$ cat src/rtl/roulette_stop_if.sv
// roulette_stop_if: key/ring inputs and capture outputs of the roulette stop block.
interface roulette_stop_if;
    logic       key_n;
    logic [5:0] seg_in;
    logic       run;
    logic       hit_valid;
    logic [2:0] hit_idx;
    logic [6:0] hit_hex;
    logic       seg_err;
    logic [7:0] hit_count;
    modport slave (
        input  key_n, seg_in,
        output run, hit_valid, hit_idx, hit_hex, seg_err, hit_count
    );
    modport master (
        output key_n, seg_in,
        input  run, hit_valid, hit_idx, hit_hex, seg_err, hit_count
    );
endinterface

$ cat src/rtl/roulette_stop.sv
// roulette_stop: debounced key drives a RUN/STOP FSM that captures and decodes the ring position.
// Define ROULETTE_STOP_HIT_CNT_EN to implement the hit_count stop counter (otherwise tied to 0).
module roulette_stop #(
    parameter int DEBOUNCE_CYCLES = 500000,
    parameter int CNT_W           = 20
) (
    input logic           clk,
    input logic           rst,
    roulette_stop_if.slave bus
);
    localparam logic [0:0] RUN  = 1'b0;
    localparam logic [0:0] STOP = 1'b1;

    logic             sync1_q, sync2_q, stable_q, stable_d, stable_dly_q;
    logic             press_q, press_d, hit_valid_q, seg_err_q, seg_err_d;
    logic [CNT_W-1:0] cnt_q, cnt_d;
    logic [0:0]       state_q, state_d;
    logic [2:0]       hit_idx_q, hit_idx_d, cap_idx;
    logic [6:0]       hit_hex_q, hit_hex_d, cap_hex;
    logic             capture;

    assign capture = press_q && state_q == RUN;

    always_comb begin
        stable_d = stable_q;
        cnt_d    = '0;
        if (sync2_q != stable_q) begin
            cnt_d = cnt_q + CNT_W'(1);
            if (cnt_q == CNT_W'(DEBOUNCE_CYCLES - 1)) begin
                stable_d = sync2_q;
                cnt_d    = '0;
            end
        end
        press_d   = stable_dly_q & ~stable_q;
        state_d   = press_q ? ~state_q : state_q;
        hit_idx_d = capture ? cap_idx : hit_idx_q;
        hit_hex_d = capture ? cap_hex : hit_hex_q;
        seg_err_d = capture ? (cap_idx == 3'd7) : seg_err_q;
    end

    // Anything other than exactly one set bit decodes to index 7 / "E".
    always_comb begin
        cap_idx = 3'd7;
        for (int i = 0; i < 6; i++)
            cap_idx = (bus.seg_in == 6'(1 << i)) ? 3'(i) : cap_idx;
        case (cap_idx)
            3'd0:    cap_hex = 7'b1111001;
            3'd1:    cap_hex = 7'b0100100;
            3'd2:    cap_hex = 7'b0110000;
            3'd3:    cap_hex = 7'b0011001;
            3'd4:    cap_hex = 7'b0010010;
            3'd5:    cap_hex = 7'b0000010;
            default: cap_hex = 7'b0000110;
        endcase
    end

    always_ff @(posedge clk) begin
        if (rst) begin
            sync1_q      <= 1'b1;
            sync2_q      <= 1'b1;
            stable_q     <= 1'b1;
            stable_dly_q <= 1'b1;
            cnt_q        <= '0;
            press_q      <= 1'b0;
            state_q      <= RUN;
            hit_valid_q  <= 1'b0;
            hit_idx_q    <= 3'd0;
            hit_hex_q    <= 7'b1111111;
            seg_err_q    <= 1'b0;
        end else begin
            sync1_q      <= bus.key_n;
            sync2_q      <= sync1_q;
            stable_q     <= stable_d;
            stable_dly_q <= stable_q;
            cnt_q        <= cnt_d;
            press_q      <= press_d;
            state_q      <= state_d;
            hit_valid_q  <= capture;
            hit_idx_q    <= hit_idx_d;
            hit_hex_q    <= hit_hex_d;
            seg_err_q    <= seg_err_d;
        end
    end

`ifdef ROULETTE_STOP_HIT_CNT_EN
    logic [7:0] hit_count_q, hit_count_d;
    assign hit_count_d = capture ? hit_count_q + 8'd1 : hit_count_q;
    always_ff @(posedge clk) begin
        if (rst) hit_count_q <= 8'd0;
        else     hit_count_q <= hit_count_d;
    end
    assign bus.hit_count = hit_count_q;
`else
    assign bus.hit_count = 8'd0;
`endif

    assign bus.run       = (state_q == RUN);
    assign bus.hit_valid = hit_valid_q;
    assign bus.hit_idx   = hit_idx_q;
    assign bus.hit_hex   = hit_hex_q;
    assign bus.seg_err   = seg_err_q;
endmodule
$ cat src/flat_wrapper.sv
// flat-port wrapper written by rule: the top's interface ports become plain ports
module roulette_stop_flat 
#(
    parameter int DEBOUNCE_CYCLES = 500000,
    parameter int CNT_W           = 20
)
  (clk, rst, bus_key_n, bus_seg_in, bus_run, bus_hit_valid, bus_hit_idx, bus_hit_hex, bus_seg_err, bus_hit_count);
  roulette_stop_if bus_i ();
  input logic clk;
  input logic rst;
  input wire logic [$bits(bus_i.key_n)-1:0] bus_key_n;
  input wire logic [$bits(bus_i.seg_in)-1:0] bus_seg_in;
  output wire logic [$bits(bus_i.run)-1:0] bus_run;
  output wire logic [$bits(bus_i.hit_valid)-1:0] bus_hit_valid;
  output wire logic [$bits(bus_i.hit_idx)-1:0] bus_hit_idx;
  output wire logic [$bits(bus_i.hit_hex)-1:0] bus_hit_hex;
  output wire logic [$bits(bus_i.seg_err)-1:0] bus_seg_err;
  output wire logic [$bits(bus_i.hit_count)-1:0] bus_hit_count;
  assign bus_i.key_n = bus_key_n;
  assign bus_i.seg_in = bus_seg_in;
  assign bus_run = bus_i.run;
  assign bus_hit_valid = bus_i.hit_valid;
  assign bus_hit_idx = bus_i.hit_idx;
  assign bus_hit_hex = bus_i.hit_hex;
  assign bus_seg_err = bus_i.seg_err;
  assign bus_hit_count = bus_i.hit_count;
  roulette_stop #(.DEBOUNCE_CYCLES(DEBOUNCE_CYCLES), .CNT_W(CNT_W)) u_core (.clk(clk), .rst(rst), .bus(bus_i));
endmodule
$ cat config.mk
export PLATFORM = sky130hd
export DESIGN_NAME = roulette_stop_flat
export DESIGN_NICKNAME = d
export VERILOG_FILES = /design/src/rtl/roulette_stop_if.sv /design/src/rtl/roulette_stop.sv /design/src/flat_wrapper.sv
export SDC_FILE = /design/constraint.sdc
export NUM_CORES = 1
export LEC_CHECK = 0
export ABC_AREA = 1
export BUFFER_PORTS_ARGS = -buffer_cell sky130_fd_sc_hd__buf_2
export CORE_ASPECT_RATIO = 0.7
export CORE_MARGIN = 2
export CORE_UTILIZATION = 50
export DETAILED_ROUTE_END_ITERATION = 10
export PLACE_DENSITY = 0.75
export SETUP_SLACK_MARGIN = 0.4
export SLEW_MARGIN = 20
export SYNTH_ARGS = -nofsm -noshare
export SYNTH_HDL_FRONTEND = slang
export SYNTH_SLANG_ARGS = --single-unit
$ cat constraint.sdc
create_clock -name clk -period 1.7 [get_ports clk]
set_clock_uncertainty 0.05 [all_clocks]
set_input_delay 0.17 -clock clk [delete_from_list [all_inputs] [get_ports clk]]
set_output_delay 0.17 -clock clk [all_outputs]
set_load 0.05 [all_outputs]
---- Yosys cells after proc, flatten, opt, wreduce, memory -nomap -nowiden ----
Cells that the tools add are included.
W data, S select, Z words.
storage, ports and cells
  flip-flop bits (word level) ............. 38
  memories kept ........................... 0
  memory bits (read-only) ................. 0
  bits of input ports ..................... 9
  output and inout port bits .............. 21
  word-level logic and storage cells ...... 41
  latch bits .............................. 0
  memory bits (writable) .................. 0
cells by class
  magnitude comparators ................... 0
  multipliers ............................. 0
  bitwise operators ....................... 4
  mux-type cells .......................... 7
  shift-type cells ........................ 0
  reduce and logical (&&, ||, !) cells .... 4
  eq/ne operators ......................... 14
  divide/modulo/power cells ............... 0
  add/sub/neg operators ................... 1
operators by type and width
  cell                     count
  $pmux W7 S6              1
  $add A20 B1 Y20 const B  1
  $eq A20 B19 Y1 const B   1
  $mux W3                  6
  $eq A3 B3 Y1 const B     3
  $eq A3 B2 Y1 const B     2
  $eq A6 B1 Y1 const B     1
  $eq A6 B2 Y1 const B     1
  $eq A6 B3 Y1 const B     1
  $eq A6 B4 Y1 const B     1
  $eq A6 B5 Y1 const B     1
  $eq A6 B6 Y1 const B     1
  $eq A3 B1 Y1 const B     1
  $logic_not A3 Y1         1
  $not A1 Y1               3
  $reduce_or A3 Y1         1
  $reduce_and A2 Y1        1
  $and A1 B1 Y1            1
  $logic_and A1 B1 Y1      1
  $ne A1 B1 Y1             1

---- Logic depth before layout (Yosys ltp) ----
  depth in word-level cells ............... 9
  mapped depth ............................ 9
  depth with buffers taken out ............ 9

---- Worst setup path before layout ----
No wires, ideal clock.
  path type ............................... reg-to-reg
  from .................................... register u_core.cnt_q[0]
  to ...................................... register u_core.cnt_q[0]
  setup slack ............................. 184 ps
  required time ........................... 1,530 ps
  setup time .............................. 120 ps
  period minus slack after synthesis ...... 1,516 ps
  arrival time ............................ 1,346 ps
  buffers on the path ..................... 2
  cell stages (with the launch flop) ...... 9
  path through ............................ dfxtp_1 > ha_1 > buf_4 > nand3_2 > nor3_2 > nand2_1 > nand2_4 > buf_6 > nor2_1
between the ends
  cells in the longest elaborated chain, start to end .. 2
  elaborated cells between the ends (all ways) .. 3
  classes of those cells .................. add/sub: 1; eq/ne: 1; reduce/logical: 1
ends and longest elaborated chain
  item                                                                     RTL line             text
  start, declared                                                          roulette_stop.sv:16  logic [CNT_W-1:0] cnt_q, cnt_d;
  start signal, assigned                                                   roulette_stop.sv:75  cnt_q <= cnt_d;
  parallel branches: the longest is 2 deep, another holds $add A20 B1 Y20  --
Parallel ways; which one is timed is not known.
A chain may end at the register's enable or synchronous reset.

---- Final worst setup path ----
  from .................................... register u_core.cnt_q[9]
  to ...................................... register u_core.cnt_q[10]
The elaborated chain is that of the path after synthesis.

==> metrics.cfg <==
[global_route]
antenna_found_initial=0
grt.overflow.total=0
grt_pass1_wl_microns=6490
grt_max_degree=14
first_global_vias=1406
grt_usage=0.207

[synth]
synth_compound_area_frac=0.0776
yosysUniqueCellTypes=27
ys_ff_latch=37
ys.flop_type=dfxtp_1
synth_common_cells=nand2_1 (67), nor2_1 (46), dfxtp_1 (37)
synth_top_area_share=0.403
syn_area_sq_mm=0.00184
synth_top_family_by_area=simple AND/OR/NAND/NOR gates
synthAdderAreaFrac=0.00681
synth.most_common_cell=nand2_1
synth_xor_area_frac=0.0381
synth_edf_count=0
synthCells=267
yosys.area_share.simple=0.362
yosysTopAreaCell=dfxtp_1
synthMuxAreaShare=0
avgSynthCellArea_sq_um=6.88
synth_area_leaders=dfxtp_1 (40%), nand2_1 (14%), nor2_1 (9.4%), a21oi_1 (5.2%), inv_1 (5.1%)
yosys_warnings=0
synthArstFlopShare=0
seq_area_frac_synth=0.403

[timing]
holdWs_ns=0.0178
period_needed_ns=1.38
hold_viol=0
setup_viol=0
worst_slack_ns=0.318
fmax_ghz=0.724
slew_violations=0
period_share=0.813
tns_ns=0
rsz0062_at_grt=true

[floorplanning]
die_area_sq_mm=0.00418
start_util=0.523
die_h_microns=54.7
die-width_microns=76.5
pin_count=30
rows=18
design.core.area_sq_mm=0.00351

[critical_path]
arrival_ns=1.52
slowest_delay_ns=0.34
worstSetupEndpointType=flip-flop
cp.required_ns=1.84
critPathLaunchType=flip-flop
rr_startpoint=u_core.cnt_q[9]
critical_path.cell_chain=or2_4, nor3_4, nand2_2, nand2_4, clkbuf_16, nor2_1
path_max_fanout=6
slowest_stage=dfxtp_2
cp-startpoint=u_core.cnt_q[9]
critPathKind=flip-flop to flip-flop

[detailed_routing]
via_per_inst=4.72
final_antenna_net_count=0
drt_first_pass_iters=4
wl_microns=4120
routedWlPerCell_microns=11.7
num_vias=1655
drtIter0Drc=109
drc_errors=0

[pwr]
p_switching_mw=0.385
power_density_mw_per_mm2=714
comb_power_share=0.059
seq_power_share=0.528
p_int_mw=1.25
switching_share=0.235
pwr-share-clk=0.414
finalPower_mw=1.64
ir_drop_mv=0.438
p_leak_nw=0.878

[job]
cap_violations=0

[placement]
dp_cells=332
post-dp-hpwl_microns=2660
dp_slack_ns=0.242
placed_area_sq_mm=0.00197
globalplace.congestion=0.886
io_buffers=21

[finish]
syn_to_final_growth_pct=24.6
layout.nets=310
final_area_sq_mm=0.00229
antenna_cells=0
stdcell_count=351
drive_gt1_frac=0.326
fin_util=0.652

[clocking]
clock_sinks=37
cts_buffers=5
cts-htree-levels=2
clockBufferDepth=2
cts_root_buf=clkbuf_8
clk_latency_ns=0.30
cts_tree=yes
clk_pin_slew_worst_paths_ns=0.07

[status]
outcome=completed

[min_path]
min_path_type=primary input to flip-flop
hp-start=bus_key_n

## kinds of logic (layout without fill, tap and decap cells)
kind of cell | after synthesis | in the layout
AO/OA/AOI/OAI | 28 | 28
AND/OR/NAND/NOR | 150 | 150
XOR/XNOR | 8 | 8
adder cells (fa/ha/maj) | 1 | 1
buffers and inverters | 42 | 69
flip-flops | 37 | 37
other | 1 | 8
## cell usage in the layout, fill, tap and decap left out, drive strengths merged, types with 2 or more instances in the layout
cell    count
nand4       6
conb        8
o21ai       8
xor2        6
nand3b      2
inv        28
clkbuf      8
dfxtp      37
nor2       51
or2         5
xnor2       2
a21oi      19
nor3        2
nand3      12
buf        32
nand2      72
## worst max-delay path, delay by kind of cell, from the launching register on
| family | cells | cell delay [ns] |
|---|---|---|
| and+or+nand+nor | 5 | 0.72 |
| DFF | 1 | 0.34 |
| buffers and inverters | 1 | 0.16 |
## per-layer routing
layer  global-route usage  share of wire  vias up
li1                     -              -      880
met3               0.0693          0.042        5
met1                0.287           0.52      744
met2                0.304           0.43       26
met5                    0              0        -
met4               0.0727         0.0058        0
## layout make-up
cell class / count / area [sq um]
Clock buffer: 7 / 96.3
Clock inverter: 1 / 5.00
Fill cell: 311 / 1220
Inverter: 28 / 105
Multi-Input combinational cell: 195 / 1020
Sequential cell: 37 / 771
Tap cell: 50 / 62.6
Timing Repair Buffer: 33 / 233
## registers in the layout (all words and copies together), names as in the netlist
name / flops
u_core.bus.hit_hex: 6
u_core.bus.hit_idx: 3
u_core.bus.hit_valid: 1
u_core.bus.seg_err: 1
u_core.cnt_q: 20
u_core.press_q: 1
u_core.stable_dly_q: 1
u_core.stable_q: 1
u_core.state_q: 1
u_core.sync1_q: 1
u_core.sync2_q: 1
## power by group through the flow
stage	sequential (mW)	clock, mW	combinational, mW
detailed placement	0.890	0	0.0838
global route	0.864	0.738	0.105
finish	0.864	0.677	0.0958
floorplan	0.890	0	0.0823
global placement	0.890	0	0.0828
CTS	0.870	0.681	0.0899
## path summary, 6_finish.rpt
check	cells past startpoint	to	slack [ns]
worst max register to register	6	u_core.cnt_q[10]	0.32
worst max-delay path	6	u_core.cnt_q[10]	0.32
worst min register to register	2	u_core.press_q	0.36
worst min-delay path	2	u_core.sync1_q	0.02
## timing repair
item / CTS / global route
gates resized for setup: 13 / 31
pin swaps: 2 / 10
setup buffers: 8 / 2
setup endpoints to repair: 20 / 21
hold buffers: 0 / 0
cloned: 0 / 1
Note: power is estimated with default switching activity, not from simulation.
